--- config.mk ---
export PLATFORM = sky130hd
export DESIGN_NAME = conv_kernel_sequencer
export DESIGN_NICKNAME = d
export VERILOG_FILES = /design/src/rtl/conv_pkg.sv /design/src/rtl/conv_tag_delay.sv /design/src/rtl/conv_kernel_sequencer.sv
export SDC_FILE = /design/constraint.sdc
export NUM_CORES = 1
export LEC_CHECK = 0
export BUFFER_PORTS_ARGS = -buffer_cell sky130_fd_sc_hd__buf_2
export CAP_MARGIN = 10
export CORE_MARGIN = 2
export CORE_UTILIZATION = 30
export CTS_CLUSTER_DIAMETER = 30
export CTS_CLUSTER_SIZE = 8
export DETAILED_ROUTE_END_ITERATION = 10
export PLACE_DENSITY = 0.49
export SYNTH_ARGS = -nofsm -noshare
export SYNTH_HDL_FRONTEND = slang
export SYNTH_SLANG_ARGS = --single-unit
export TNS_END_PERCENT = 5
--- constraint.sdc ---
create_clock -name clk -period 3.3 [get_ports clk]
set_input_delay 0.66 -clock clk [delete_from_list [all_inputs] [get_ports clk]]
set_output_delay 0.66 -clock clk [all_outputs]
set_load 0.03 [all_outputs]
--- src/rtl/conv_pkg.sv ---
// Shared types and width helpers for the conv bank sequencer.
// The *_W localparams give the widths for the default 3x3 / 12-column / 2-kernel configuration.
package conv_pkg;

    typedef enum logic [2:0] {
        IDLE,
        KLOAD,
        IMG,
        DRAIN,
        FIN
    } seq_state_t;

    // Address/index width for n distinct values; never narrower than one bit.
    function automatic int w_of(input int n);
        return (n < 2) ? 1 : $clog2(n);
    endfunction

    localparam int COL_W   = w_of(12);
    localparam int KIDX_W  = w_of(2);
    localparam int KADDR_W = w_of(2 * 3);

endpackage

--- src/rtl/conv_tag_delay.sv ---
// Delay line that carries result tags alongside the conv bank's pipeline.
// Tags are zero whenever their valid bit is clear.
module conv_tag_delay #(
    parameter int LAT    = 1,
    parameter int COL_W  = 4,
    parameter int KIDX_W = 1
) (
    input  logic              clk,
    input  logic              rst,
    input  logic              in_vld,
    input  logic [COL_W-1:0]  in_col,
    input  logic [KIDX_W-1:0] in_kidx,
    output logic              out_vld,
    output logic [COL_W-1:0]  out_col,
    output logic [KIDX_W-1:0] out_kidx,
    output logic              empty
);

    logic [LAT-1:0]             vld_pipe_q, vld_pipe_d;
    logic [LAT-1:0][COL_W-1:0]  col_pipe_q, col_pipe_d;
    logic [LAT-1:0][KIDX_W-1:0] kidx_pipe_q, kidx_pipe_d;

    always_comb begin
        vld_pipe_d     = vld_pipe_q;
        col_pipe_d     = col_pipe_q;
        kidx_pipe_d    = kidx_pipe_q;
        vld_pipe_d[0]  = in_vld;
        col_pipe_d[0]  = in_col;
        kidx_pipe_d[0] = in_kidx;
        for (int i = 1; i < LAT; i++) begin
            vld_pipe_d[i]  = vld_pipe_q[i-1];
            col_pipe_d[i]  = col_pipe_q[i-1];
            kidx_pipe_d[i] = kidx_pipe_q[i-1];
        end
    end

    always_ff @(posedge clk or posedge rst) begin
        if (rst) begin
            vld_pipe_q  <= '0;
            col_pipe_q  <= '0;
            kidx_pipe_q <= '0;
        end else begin
            vld_pipe_q  <= vld_pipe_d;
            col_pipe_q  <= col_pipe_d;
            kidx_pipe_q <= kidx_pipe_d;
        end
    end

    assign out_vld  = vld_pipe_q[LAT-1];
    assign out_col  = col_pipe_q[LAT-1];
    assign out_kidx = kidx_pipe_q[LAT-1];
    assign empty    = ~|vld_pipe_q;

endmodule

--- src/rtl/conv_kernel_sequencer.sv ---
// Walks one row-parallel conv bank through every kernel: kernel rows first, then all image columns,
// and tags each completed window with its column and kernel index.
module conv_kernel_sequencer
    import conv_pkg::*;
#(
    parameter int DATA_WIDTH  = 16,
    parameter int KERNEL_SIZE = 3,
    parameter int IMAGE_SIZE  = 12,
    parameter int NUM_KERNELS = 2,
    parameter int CONV_LAT    = 1
) (
    input  logic                                          clk,
    input  logic                                          rst,
    input  logic                                          start,
    input  logic                                          pause,
    output logic                                          k_rd_en,
    output logic [w_of(NUM_KERNELS*KERNEL_SIZE)-1:0]      k_rd_addr,
    output logic                                          img_rd_en,
    output logic [w_of(IMAGE_SIZE)-1:0]                   img_rd_col,
    output logic                                          kernel_load,
    output logic                                          valid_in,
    output logic                                          valid_out,
    output logic                                          out_valid,
    output logic [w_of(IMAGE_SIZE)-1:0]                   out_col,
    output logic [w_of(NUM_KERNELS)-1:0]                  out_kernel,
    output logic                                          busy,
    output logic                                          done
);

    localparam int CW     = w_of(IMAGE_SIZE);
    localparam int KW     = w_of(NUM_KERNELS);
    localparam int AW     = w_of(NUM_KERNELS * KERNEL_SIZE);
    // Counters carry one spare bit so the terminal compares cannot wrap.
    localparam int ROW_W  = $clog2(KERNEL_SIZE) + 1;
    localparam int CC_W   = $clog2(IMAGE_SIZE) + 1;
    localparam int KC_W   = $clog2(NUM_KERNELS) + 1;

    if (DATA_WIDTH < 1 || KERNEL_SIZE < 2 || IMAGE_SIZE < KERNEL_SIZE ||
        NUM_KERNELS < 1 || CONV_LAT < 1) begin : g_param_check
        $error("conv_kernel_sequencer: illegal parameter combination");
    end

    seq_state_t        state_q, state_d;
    logic [ROW_W-1:0]  row_q, row_d;
    logic [CC_W-1:0]   col_q, col_d;
    logic [KC_W-1:0]   kidx_q, kidx_d;
    logic              busy_q, busy_d;
    logic              done_q, done_d;
    logic              kernel_load_q, kernel_load_d;
    logic              valid_in_q, valid_in_d;
    logic              valid_out_q, valid_out_d;
    logic [CW-1:0]     col_tag_q, col_tag_d;
    logic [KW-1:0]     kidx_tag_q, kidx_tag_d;
    logic [CC_W-1:0]   col_off;
    logic              pipe_empty;

    always_comb begin
        state_d   = state_q;
        row_d     = row_q;
        col_d     = col_q;
        kidx_d    = kidx_q;
        busy_d    = busy_q;
        done_d    = 1'b0;
        k_rd_en   = 1'b0;
        img_rd_en = 1'b0;
        case (state_q)
            IDLE: if (start) begin
                state_d = KLOAD;
                row_d   = '0;
                col_d   = '0;
                kidx_d  = '0;
                busy_d  = 1'b1;
            end
            KLOAD: if (!pause) begin
                k_rd_en = 1'b1;
                if (row_q == ROW_W'(KERNEL_SIZE - 1)) begin
                    row_d   = '0;
                    col_d   = '0;
                    state_d = IMG;
                end else begin
                    row_d = row_q + 1'b1;
                end
            end
            IMG: if (!pause) begin
                img_rd_en = 1'b1;
                if (col_q == CC_W'(IMAGE_SIZE - 1)) begin
                    col_d = '0;
                    if (kidx_q < KC_W'(NUM_KERNELS - 1)) begin
                        kidx_d  = kidx_q + 1'b1;
                        state_d = KLOAD;
                    end else begin
                        state_d = DRAIN;
                    end
                end else begin
                    col_d = col_q + 1'b1;
                end
            end
            // The presentation register and the delay line must both be empty before done.
            DRAIN: if (pipe_empty && !valid_out_q) begin
                state_d = FIN;
                done_d  = 1'b1;
            end
            FIN: begin
                state_d = IDLE;
                busy_d  = 1'b0;
            end
            default: state_d = IDLE;
        endcase

        // Flags and tags as seen by the bank one cycle later, when the memory word arrives.
        col_off       = col_q - CC_W'(KERNEL_SIZE - 1);
        kernel_load_d = k_rd_en;
        valid_in_d    = k_rd_en | img_rd_en;
        valid_out_d   = img_rd_en && (col_q >= CC_W'(KERNEL_SIZE - 1));
        col_tag_d     = valid_out_d ? col_off[CW-1:0] : '0;
        kidx_tag_d    = valid_out_d ? kidx_q[KW-1:0] : '0;
    end

    always_ff @(posedge clk or posedge rst) begin
        if (rst) begin
            state_q       <= IDLE;
            row_q         <= '0;
            col_q         <= '0;
            kidx_q        <= '0;
            busy_q        <= 1'b0;
            done_q        <= 1'b0;
            kernel_load_q <= 1'b0;
            valid_in_q    <= 1'b0;
            valid_out_q   <= 1'b0;
            col_tag_q     <= '0;
            kidx_tag_q    <= '0;
        end else begin
            state_q       <= state_d;
            row_q         <= row_d;
            col_q         <= col_d;
            kidx_q        <= kidx_d;
            busy_q        <= busy_d;
            done_q        <= done_d;
            kernel_load_q <= kernel_load_d;
            valid_in_q    <= valid_in_d;
            valid_out_q   <= valid_out_d;
            col_tag_q     <= col_tag_d;
            kidx_tag_q    <= kidx_tag_d;
        end
    end

    conv_tag_delay #(
        .LAT    (CONV_LAT),
        .COL_W  (CW),
        .KIDX_W (KW)
    ) u_tag_delay (
        .clk      (clk),
        .rst      (rst),
        .in_vld   (valid_out_q),
        .in_col   (col_tag_q),
        .in_kidx  (kidx_tag_q),
        .out_vld  (out_valid),
        .out_col  (out_col),
        .out_kidx (out_kernel),
        .empty    (pipe_empty)
    );

    assign k_rd_addr   = AW'(kidx_q) * AW'(KERNEL_SIZE) + AW'(row_q);
    assign img_rd_col  = col_q[CW-1:0];
    assign kernel_load = kernel_load_q;
    assign valid_in    = valid_in_q;
    assign valid_out   = valid_out_q;
    assign busy        = busy_q;
    assign done        = done_q;

endmodule

==> results of run 1 <==
-- synth_stat cells, types with 2 or more instances --
master | count | area share [%]
dfrtp_1 | 29 | 51
nand2_1 | 15 | 4.0
o21ai_0 | 12 | 4.2
nor2_1 | 11 | 2.9
inv_1 | 9 | 2.4
ha_1 | 7 | 6.2
a21oi_1 | 5 | 1.8
nand2b_1 | 5 | 2.2
buf_4 | 4 | 2.1
nand3_1 | 4 | 1.4
nor2b_1 | 4 | 1.8
nor4b_1 | 3 | 1.8
or4_1 | 3 | 1.6
xnor2_1 | 3 | 1.8
clkbuf_1 | 2 | 0.53
nor3b_1 | 2 | 1.1
o21ai_1 | 2 | 0.70
o31ai_1 | 2 | 1.1
-- cells by family (layout without fill, tap and decap cells) --
kind of cell	after synthesis	count (layout)	synth area share, %
AOI/OAI and AO/OA	25	25	10.39
xor gates and xnor gates	3	3	1.849
DFF	29	29	51.06
buffers and inverters	16	41	5.369
adders and majority gates	8	8	7.570
and+or+nand+nor	57	57	23.77
-- worst max-delay path: stages (launching register included) --
cell and delay (ps):
dfrtp_1 410, inv_1 80, fa_1 530, inv_1 40, ha_1 190, xnor2_1 170
xnor2_1 130, buf_2 210
-- final cells by class --
| class | count | area [sq um] |
|---|---|---|
| Sequential cell | 29 | 725.7 |
| Tap cell | 54 | 67.56 |
| Clock buffer | 5 | 68.82 |
| Timing Repair Buffer | 24 | 122.6 |
| Fill cell | 468 | 2974 |
| Inverter | 9 | 33.78 |
| Multi-Input combinational cell | 93 | 619.3 |
| Clock inverter | 3 | 17.52 |
-- worst paths after layout --
kind	slack (ps)	start	cells after the start	endpoint
worst min-delay path	350	col_tag_q[1]	0	u_tag_delay.out_col[1]
worst min register to register	350	col_tag_q[1]	0	u_tag_delay.out_col[1]
worst max-delay path	610	row_q[1]	7	k_rd_addr[2]
max in group asynchronous	2590	rst	3	state_q[1]
worst max register to register	1310	state_q[0]	4	col_q[4]
min in group asynchronous	440	rst	3	col_tag_q[0]
-- registers in the layout, indices dropped and copies added, names as in the netlist, 2 cells and up --
name                 cells
col_q                    5
col_tag_q                4
u_tag_delay.out_col      4
row_q                    3
state_q                  3
kidx_q                   2
-- power breakdown --
part	switching, W	internal (W)	leakage (nW)
combinational	0.000201	0.000120	0.390
clock	0.000138	0.000145	0.0439
sequential	0.0000807	0.000400	0.393
-- through the flow --
step / setup WS, ps / util [%]
2_1_floorplan: 775.5 / -
3_3_place_gp: 926.9 / 33.89
3_5_place_dp: 883.1 / 33.89
4_1_cts: 576.0 / 35.76
5_1_grt: 439.4 / 35.76
6_report: 605.4 / 35.76
-- per-layer routing --
metal	vias up	track usage (%)	wire length (microns)
met4	0	5.556	50
met2	19	18.59	1278
met1	490	15.89	1342
li1	520	-	-
met5	-	0	0
met3	4	3.315	103
==> summary.txt, run 1 <==
Routing
  • Total number of vias: between 1000 and 1500
  • Drt total wl: around 2800 microns
  • Vias/cell: about 4.8
  • DRT antenna net count: 0
  • Drt wl/cell: approximately 13 microns
  • DR DRC count: 0
  • Initial drt markers: 33
  • DRT Pass-1 Iters: 4

Logic synthesis
  • Post-synth EDFFs: 0
  • Fraction of registers with async set/reset: 100.0%
  • Post-Syn Instances: ~140
  • Synth Cell Area: about 1400 sq um
  • Net Count, Synth: 150
  • Synth cell types: 34
  • Synth Register Bits: 29
  • Ys flop type: dfrtp_1
  • Sequential fraction of the synthesis area: around half
  • Post-synthesis area per instance: approximately 10 sq um
  • Yosys warnings: 0

Timing
  • Final setup TNS: 0 ps
  • RSZ-0062 raised after global routing: false
  • Minimum clock period: roughly 2700 ps
  • Post-Route Skew: about 7.0 ps
  • Pins Over Slew Limit: 0
  • Worst-Margin Slew: 795.3 ps
  • Final setup fails: 0
  • Rel. slew slack: a little under half
  • Final Hold Vio Count: 0
  • Hold_ws: about 350 ps
  • Tcrit/Tclk final: a little over 80%
  • Fmax: approximately 0.37 GHz

Finish
  • Most frequent cells in the layout: dfrtp_1 (29), buf_2 (23), nand2_1 (15)
  • Final cell count without fillers: approximately 220
  • Area delta synth->final: 16.46%
  • N_diodes: 0
  • Design area: approximately 1700 sq um
  • Most common cell after layout, fill and taps aside: dfrtp_1
  • Layout cell share with drive strength beyond 1: 22.70%
  • Post-layout nets: 174

GRT
  • Vias in the first global route: 999
  • Largest net degree at the start of global routing: 30
  • Initial antenna violation count: 0
  • First-pass GRT wire length: about 4800 microns
  • GR Overflow Total: 0
  • Gr usage total: 12.11%

Place
  • Cells after DPL: around 210
  • Area after DPL: about 1600 sq um
  • I/O Buffers: 23
  • GPL Wtd Cong: 0.7963
  • Post-detail-place hpwl: roughly 2000 microns

Clock network
  • Clk sinks: 29
  • Setup Fix Bufs, Post-CTS: 0
  • Clock Tree Root: clkbuf_8
  • CTS Hold Bufs: 0
  • Later-pin clock latency in the skew report: between 200 and 300 ps
  • CTS tree: yes
  • Reg clk slew, reported paths: 60 ps
  • CTS H-tree depth: 2
  • CTS max path bufs: 2
  • Inserted Clock Buffers: 5
  • CTS resizes: 0

Die
  • I/O pin total: 24
  • Core ar.: between 4000 and 5000 sq um
  • Chip width: about 73 microns
  • Die Span Y: approximately 73 microns
  • Initial Util: between 30% and 40%
  • Cell Rows: 25
  • Die area: 5304 sq um

Power and ir drop
  • Leakage Power: between 0.8 and 0.9 nW
  • Power per cell area: between 600 and 700 nW/um^2
  • Worst vdd ir: 0.1786 mV
  • Total power: 0.001085 W

Critical path
  • CP Launch Type: flip-flop
  • Critical path class: reg2out
  • CP Max Fanout: 6
  • Worst Path Arrival: 2030 ps
  • Req. time, crit path: ~2600 ps
  • Kind of end point of the critical path: output port

Min path
  • Worst Hold Class: reg2reg

Flow run
  • Max cap viols: 0

Outcome
  • Status: complete, no violations
(Power assumes the default switching activity.)
==> inputs of run 2 (changes only) <==
Clock period 3.3 ns to 2.8 ns, I/O delays scaled along.
==> summary.txt, run 2 (synthesis results as in run 1) <==
Critical path
  • Bufs and invs on worst path: 3 (unchanged)
  • Critical path class: reg2out
  • CP Max Fanout: 6 (unchanged)
  • CP Launch Type: flip-flop
  • Worst Path Arrival: 2020 ps (about the same)
  • Worst R2R Path Depth: 4 (unchanged)
  • Slowest cell on crit path: fa_1
  • CP delay by family, top: adder cells
  • R2r startpoint: state_q[0]
  • Req. time, crit path: 2240 ps (-400 ps)
  • R2R Path End: col_q[4]
  • Crit-path max cell delay: 530 ps (about the same)
  • Crit-path cells: inv_1, fa_1, inv_1, ha_1, xnor2_1, xnor2_1, buf_2
  • R2R Setup Slk: 820 ps (-490 ps)
  • Kind of end point of the critical path: output port

Finish
  • Max FFs per register: 5 (unchanged)
  • Design area: 1655 sq um (unchanged)
  • Filler instances: 492 (+5.1%)
  • Biggest register: col_q
  • Area delta synth->final: 16.46% (unchanged)
  • Most common cell after layout, fill and taps aside: dfrtp_1
  • Post-layout nets: 174 (unchanged)
  • Most frequent cells in the layout: dfrtp_1 (29), buf_2 (23), nand2_1 (15)
  • N_diodes: 0 (unchanged)
  • Layout cell share with drive strength beyond 1: 22.70% (unchanged)

Power and ir drop
  • Worst vdd ir: 0.2443 mV (+37%)
  • Leakage Power: 0.8268 nW (unchanged)
  • Power per cell area: 775.1 nW/um^2 (+18%)

Clock network
  • Clock Tree Root: clkbuf_8
  • CTS H-tree depth: 2 (unchanged)
  • Inserted Clock Buffers: 5 (unchanged)
  • CTS Hold Bufs: 0 (unchanged)
  • CTS resizes: 0 (unchanged)
  • CTS max path bufs: 2 (unchanged)
  • Clk sinks: 29 (unchanged)
  • Later-pin clock latency in the skew report: 280 ps (about the same)
  • Setup Fix Bufs, Post-CTS: 0 (unchanged)
  • CTS tree: yes
  • Reg clk slew, reported paths: 70 ps (about the same)

GRT
  • Largest net degree at the start of global routing: 30 (unchanged)
  • Gr usage total: 12.32% (+0.20 points)
  • GR Overflow Total: 0 (unchanged)
  • Initial antenna violation count: 0 (unchanged)
  • Vias in the first global route: 1029 (+3.0%)
  • First-pass GRT wire length: 4940 microns (+2.0%)

Place
  • GPL Wtd Cong: 0.7695 (-3.4%)
  • Area after DPL: 1569 sq um (unchanged)
  • I/O Buffers: 23 (unchanged)
  • Post-detail-place hpwl: 1983 microns (+1.7%)

Timing
  • Fmax: slightly below 0.4 GHz
  • RSZ-0062 raised after global routing: false
  • Rel. slew slack: 46.59% (+0.059 points)
  • Minimum clock period: about 2600 ps
  • Final Hold Vio Count: 0 (unchanged)
  • Post-Route Skew: 6.865 ps (-0.1097 ps)
  • Final setup TNS: 0 ps (unchanged)
  • Pins Over Slew Limit: 0 (unchanged)
  • Worst-Margin Slew: 794.4 ps (-0.8748 ps)
  • Tcrit/Tclk final: just over 90%
  • Hold_ws: 343.2 ps (-4.174 ps)
  • Final setup fails: 0 (unchanged)

Min path
  • Worst Hold Class: in2async

Die
  • Initial Util: 30.70% (unchanged)
  • Core ar.: 4629 sq um (unchanged)
  • Die area: 5304 sq um (unchanged)
  • Die Span Y: 72.83 microns (unchanged)
  • Chip width: 72.83 microns (unchanged)
  • I/O pin total: 24 (unchanged)
  • Cell Rows: 25 (unchanged)

Routing
  • Drt total wl: 2801 microns (+0.94%)
  • DRT Pass-1 Iters: 4 (unchanged)
  • Total number of vias: 1024 (-0.87%)
  • DRT antenna net count: 0 (unchanged)
  • DR DRC count: 0 (unchanged)
  • Initial drt markers: 66 (+100%)
  • Vias/cell: 4.719 (-0.87%)
  • Drt wl/cell: 12.91 microns (+0.94%)

Flow run
  • Max cap viols: 0 (unchanged)

Outcome
  • Status: complete, no violations
-- run 2: cell counts in the layout (fill, tap and decap cells not counted) --
No cell type changed its count.
-- run 2: tightest hold or removal path, cell delays in order --
cell and delay [ps]:
buf_2 100, inv_1 40, buf_4 330
-- run 2: per-stage QoR --
stage	worst slack, ps	total power [W]	util, %	instances
after floorplan	375.5	0.0008618	-	138
after global placement	526.3	0.0009523	33.89	209
after detailed placement	500.3	0.0009590	33.89	209
after CTS	193.6	0.001304	35.76	217
after global routing	25.75	0.001386	35.76	217
final	217.9	0.001283	35.76	217
-- run 2: final cells by class --
class / count / area [sq um] / share of cell area [%]
clock buffer: 5 / 68.82 / 4.157
clock inverter: 3 / 17.52 / 1.058
inverter: 9 / 33.78 / 2.041
multi-input combinational: 93 / 619.3 / 37.41
sequential: 29 / 725.7 / 43.84
tap: 54 / 67.56 / 4.082
timing repair buffer: 24 / 122.6 / 7.407
-- run 2: where the power goes --
part           internal, W  switching (W)
Clock             0.000171       0.000163
Sequential        0.000472      0.0000962
Combinational     0.000141       0.000240
-- run 2: layer usage --
layer | part of all wire (%) | vias up | global-route usage (%)
met5 | 0 | - | 0
met4 | 2.2 | 0 | 6.379
met3 | 4.0 | 6 | 3.867
met2 | 45 | 28 | 17.47
met1 | 49 | 472 | 16.75
li1 | - | 518 | -
-- run 2: worst max path at each step --
stage               slack [ps]      start      endpoint  cells past startpoint
finish                     220   row_q[1]  k_rd_addr[2]                      7
global route                30  kidx_q[0]  k_rd_addr[2]                      7
CTS                        190   row_q[1]  k_rd_addr[2]                      7
detailed placement         500   row_q[1]  k_rd_addr[2]                      7
global placement           530   row_q[1]  k_rd_addr[2]                      7
floorplan                  380   row_q[1]  k_rd_addr[2]                      6
